`config.mk`:
```
export PLATFORM = sky130hd
export DESIGN_NAME = mem_wb_skid_stage
export DESIGN_NICKNAME = d
export VERILOG_FILES = /design/src/rtl/mem_wb_skid_stage.sv
export SDC_FILE = /design/constraint.sdc
export NUM_CORES = 1
export LEC_CHECK = 0
export CORE_MARGIN = 2
export CORE_UTILIZATION = 54
export CTS_CLUSTER_DIAMETER = 200
export DETAILED_ROUTE_END_ITERATION = 8
export PLACE_DENSITY = 0.79
export SKIP_CTS_REPAIR_TIMING = 1
export SLEW_MARGIN = 20
export SYNTH_ARGS = -nofsm -noshare
export SYNTH_HDL_FRONTEND = slang
export SYNTH_SLANG_ARGS = --single-unit
```
`constraint.sdc`:
```
create_clock -name clk -period 1.68 [get_ports clk]
set_input_delay 0.336 -clock clk [delete_from_list [all_inputs] [get_ports clk]]
set_output_delay 0.336 -clock clk [all_outputs]
set_load 0.005 [all_outputs]
```
`src/rtl/mem_wb_skid_stage.sv`:
```
// MEM->WB stage register with valid/ready handshake, 2-entry skid buffer and writeback data select.
// Optional parity protection of the held entries is enabled by defining MEM_WB_PARITY_EN.
module mem_wb_skid_stage #(
   parameter int DATA_W     = 32,
   parameter int REG_ADDR_W = 5
) (
   input  logic                  clk,
   input  logic                  rst,
   input  logic                  flush,
   input  logic                  in_valid,
   output logic                  in_ready,
   input  logic                  in_wb_en,
   input  logic                  in_mem_r_en,
   input  logic [DATA_W-1:0]     in_alu_res,
   input  logic [DATA_W-1:0]     in_mem_data,
   input  logic [REG_ADDR_W-1:0] in_dest,
   output logic                  out_valid,
   input  logic                  out_ready,
   output logic                  out_wb_en,
   output logic [REG_ADDR_W-1:0] out_dest,
   output logic [DATA_W-1:0]     out_wb_data,
   output logic                  fwd_valid,
   output logic                  perr
);

   localparam logic [1:0] EMPTY = 2'd0;
   localparam logic [1:0] FULL  = 2'd1;
   localparam logic [1:0] SKID  = 2'd2;

   typedef struct packed {
      logic                  wb_en;
      logic                  mem_r_en;
      logic [DATA_W-1:0]     alu_res;
      logic [DATA_W-1:0]     mem_data;
      logic [REG_ADDR_W-1:0] dest;
`ifdef MEM_WB_PARITY_EN
      logic                  par;
`endif
   } wb_ent_t;

   logic [1:0] state;
   wb_ent_t    m_q, s_q, in_ent;
   logic       push, pop;

   always_comb begin
      in_ent          = '0;
      in_ent.wb_en    = in_wb_en;
      in_ent.mem_r_en = in_mem_r_en;
      in_ent.alu_res  = in_alu_res;
      in_ent.mem_data = in_mem_data;
      in_ent.dest     = in_dest;
`ifdef MEM_WB_PARITY_EN
      // even parity: the stored bit makes the XOR over all fields plus parity zero
      in_ent.par      = ^{in_wb_en, in_mem_r_en, in_alu_res, in_mem_data, in_dest};
`endif
   end

   // in_ready comes from registered state only, so no comb path from out_ready to in_ready
   assign in_ready  = (state != SKID);
   assign out_valid = (state != EMPTY);
   assign push      = in_valid & in_ready;
   assign pop       = out_valid & out_ready;

   always_ff @(posedge clk) begin
      if (rst) begin
         state <= EMPTY;
         m_q   <= '0;
         s_q   <= '0;
      end else if (flush) begin
         state <= EMPTY;
      end else begin
         case (state)
            EMPTY: if (push) begin
               m_q   <= in_ent;
               state <= FULL;
            end
            FULL: begin
               if (push && pop) begin
                  m_q <= in_ent;
               end else if (push) begin
                  s_q   <= in_ent;
                  state <= SKID;
               end else if (pop) begin
                  state <= EMPTY;
               end
            end
            SKID: if (pop) begin
               m_q   <= s_q;
               state <= FULL;
            end
            default: state <= EMPTY;
         endcase
      end
   end

   assign out_dest    = m_q.dest;
   assign out_wb_data = m_q.mem_r_en ? m_q.mem_data : m_q.alu_res;
   assign out_wb_en   = out_valid & m_q.wb_en & (m_q.dest != '0);
   assign fwd_valid   = out_wb_en;

`ifdef MEM_WB_PARITY_EN
   logic perr_q;
   logic par_bad;

   assign par_bad = ^{m_q.wb_en, m_q.mem_r_en, m_q.alu_res, m_q.mem_data, m_q.dest, m_q.par};

   // sticky until reset; data is not gated on error
   always_ff @(posedge clk) begin
      if (rst)                        perr_q <= 1'b0;
      else if (out_valid && par_bad)  perr_q <= 1'b1;
   end

   assign perr = perr_q;
`else
   assign perr = 1'b0;
`endif

endmodule

```
After elaboration in Yosys (flattened, before gate mapping)
Cells that the tools add are included.

Reduce and logical (&&, ||, !) cells: 9. Div/mod/pow operators: 0. Add/subtract/negate cells: 0. Bitwise gates (word level): 6. Magnitude comparators: 0. Shift-type cells: 0. Multiply operators: 0. Mux-type cells: 11. Equality and inequality tests: 8.

Operators with widths (count): two-way mux 71 bit (3); one-hot mux 71 bit (3 select lines) (1); two-way mux 32 bit (1); two-way mux 2 bit (5); != test 2 bit (second input constant) (5); AND reduction 4 bit (2); one-hot mux 2 bit (3 select lines) (1); AND reduction 5 bit (1); nonzero test 5 bit (1); AND 1 bit (4); != test 3 bit (second input constant) (1); nonzero test 3 bit (1); equality test 2 x 1 -> 1 bit (second input constant) (1); equality test 2 bit (second input constant) (1); zero test 2 bit (1); inverter 1 bit (2); nonzero test 2 bit (1); OR reduction 2 bit (1); logical AND 1 bit (1).

Bits in writable memories: 0. Bits in latches: 0. Memory bits (read-only): 0. Memories kept: 0. Word-level logic and storage cells: 45. Register bits: 144.

Logic depth before layout (Yosys ltp)
Depth after elaboration: 6. Gate-level depth with buffers: 6. Depth with buffers taken out: 3.

Least setup slack after synthesis
Ideal clock, no wire load.

Kind: register to output. Start point: register m_q[69] (netlist bit). End point: output out_wb_data[10]. Slack: 0.128 ns. Data arrival time: 1.216 ns. Path buffers: 2. Stages on the path, launching flop included: 4. Path through: dfxtp_1 > clkbuf_1 > clkbuf_1 > mux2_2.

Longest elaborated chain between the ends: 1.

Ends and longest elaborated chain: start, declared (RTL line 42) `wb_ent_t m_q, s_q, in_ent;`; start signal, assigned (RTL line 74) `m_q <= in_ent;`; start signal, assigned (RTL line 79) `m_q <= in_ent;`; start signal, assigned (RTL line 88) `m_q <= s_q;`; two-way mux 32 bit (RTL line 97) `assign out_wb_data = m_q.mem_r_en ? m_q.mem_data : m_q.alu_res;`; end, declared (RTL line 21) `output logic [DATA_W-1:0] out_wb_data,`.

No other way between the ends.

Final worst setup path
Start point: register m_q, in the netlist out_dest[2]. End point: output out_wb_en.

Longest elaborated chain between the ends: 2.

Ends and longest elaborated chain: nonzero test 5 bit (RTL line 98) `assign out_wb_en = out_valid & m_q.wb_en & (m_q.dest != '0);`; AND 1 bit (RTL line 98); end, declared (RTL line 19) `output logic out_wb_en,`.

No other way between the ends.

==> impl_metrics.ini <==
[global_routing]
grt_max_degree = 54
overflow = 0
grt_pass1_wl_mm = 32.82
grtUsageTotal = 0.2876
grt_pass1_vias = 6240
grt_antenna_before_repair = 0

[floorplanning]
start_util = 0.5566
core-area_um2 = 12670
die_area_um2 = 13990
rows = 41
io_pins = 118
chipHeight_um = 118.3
die_x_um = 118.3

[setup_path]
cp-end-kind = output port
crit_slowest_cell = or4_1
worst-path-max-fanout = 2
crit_chain = or4_1 -> o211a_1 -> clkbuf_2
setup.worst_path.class = register to output port
r2r_start = state[0]
cp-start-kind = register
arrival_ns = 1.73
worstSetupStartpoint = out_dest[2]
max_stage_delay_ns = 0.58
critical_path_required_ns = 1.34

[cts]
numCtsBuffers = 17
htreeDepth = 4
clk_path_buf_depth = 2
cts_tree = done
clock_latency_ns = 0.42
cts_sinks = 144
clk_pin_slew_ns = 0.06
root_buffer = clkbuf_16

[logic_synthesis]
syn_area_per_cell_um2 = 9.823
synthDistinctLibCells = 27
ys_ff_latch = 144
synth-warning-count = 0
syn_inst = 718
synthesis.area_um2 = 7053
yosysSeqAreaShare = 0.4087
synth_nets = 794

[sta]
rsz0062_at_grt = true
finalCritPeriodShare = 1.232
slew_viol_final = 0
setup_tns_ns = -8.191
clock.fmax_ghz = 0.4831
fin_skew_ns = 0.01075
slew-limit-headroom = 0.6654
fin_crit_ns = 2.070
finalWorstSetupSlack_ns = -0.3900
hold_viol = 0
setup_viol = 35
worst_pin_slew_ns = 0.5019

[routing]
ant_nets = 0
dr.pass1.iters = 5
wire_per_inst_um = 22.15
wl_mm = 22.26
vias = 6499
drtIter0Drc = 656
drc = 0
vias_per_cell = 6.467

[placed_design]
gp_congestion = 0.8026
dp_cells = 946
io_buffers = 116
dp_hpwl_mm = 12.34

[pwr]
ir_worst_vdd_v = 0.0006441
leakage_uw = 0.003894
power_density_nw_per_um2 = 995.1

[final_layout]
n_fill_cell = 806
area_delta_synth_final_pct = 34.79
drive_above_1_share = 0.2981
final_common_cell = dfxtp_1
final_core_utilization = 0.7503
finalNonFillerCells = 1005
final-seq-area_um2 = 2892
layout_common_cells = dfxtp_1 (139), clkdlybuf4s50_1 (74), a211oi_1 (72)
multi_input_area_um2 = 3845
fin_nets = 896

[min_path]
hold_path.class = primary input to register
min_from = rst

[run_status]
violations = setup timing
status = complete, but fails checks

[run]
drv_cap = 0
## power breakdown
part / internal (µW) / switching, µW
clock network: 2560 / 1510
registers: 3590 / 117
logic: 876 / 813
total: 7020 / 2440
## registers in the layout (all words and copies together), names as in the netlist
name	count
m_q	66
out_dest	5
s_q	71
state	2
## layer usage
layer	routed length [µm]	global-route usage	vias to the layer above
met3	1653	0.04923	45
met1	9134	0.3810	3183
met5	0	0	-
li1	-	-	2927
met4	471	0.09940	0
met2	11000	0.4729	344
## critical path: cells and delay by family, from the launching register on
family / cells / cell delay, ns
flip-flops: 1 / 0.31
AO/OA/AOI/OAI: 1 / 0.30
buffers and inverters: 1 / 0.13
AND/OR/NAND/NOR: 1 / 0.58
## path summary, 6_finish.rpt
check	slack [ns]	end	cells after the start
setup / recovery	-0.39	out_wb_en	3
hold / removal	0.33	s_q[11]	2
setup reg to reg	0.01	m_q[59]	5
hold reg to reg	0.47	s_q[13]	2
## cell families after synthesis
logic type      synth area share
other cells            0.0005317
simple gates             0.06262
flops                     0.4087
buf+inv                  0.06724
mux                       0.1535
compound gates            0.3074
## cell usage after synthesis (all sizes together)
cell	number	area share
a2111oi	1	0.0012
a211oi	143	0.20
a21o	2	0.0021
a21oi	71	0.050
and4bb	2	0.0035
buf	34	0.033
clkbuf	63	0.034
conb	1	0.00053
dfxtp	144	0.41
inv	1	0.00053
mux2	33	0.053
mux2i	71	0.10
nand2	1	0.00053
nand2b	2	0.0018
nand3	71	0.050
nand3b	1	0.0011
nand4bb	1	0.0016
nor2	1	0.00053
o211a	1	0.0014
o21ai	71	0.050
or2	1	0.00089
or3b	1	0.0012
or4	1	0.0011
## metrics by stage
step | hold WS (ns) | area [µm²] | setup WS, ns | total power, µW
after floorplan | 0.4275 | 7053 | 0.1282 | 4551
after global placement | 0.4586 | 8473 | -0.1626 | 5161
after detailed placement | 0.4660 | 8473 | -0.2331 | 5212
after CTS | 0.3256 | 9109 | -0.6211 | 9223
after global routing | 0.3413 | 9504 | -0.3829 | 9709
final | 0.3335 | 9507 | -0.3900 | 9460
## layout make-up
type / count / area share
Timing Repair Buffer: 180 / 0.2012
Clock buffer: 19 / 0.04764
Tap cell: 172 / 0.02264
Sequential cell: 144 / 0.3042
Multi-Input combinational cell: 476 / 0.4044
Inverter: 1 / 0.0003948
Antenna cell: 1 / 0.0002632
Clock inverter: 12 / 0.01922
No activity file was read; power rests on OpenSTA's default activity.
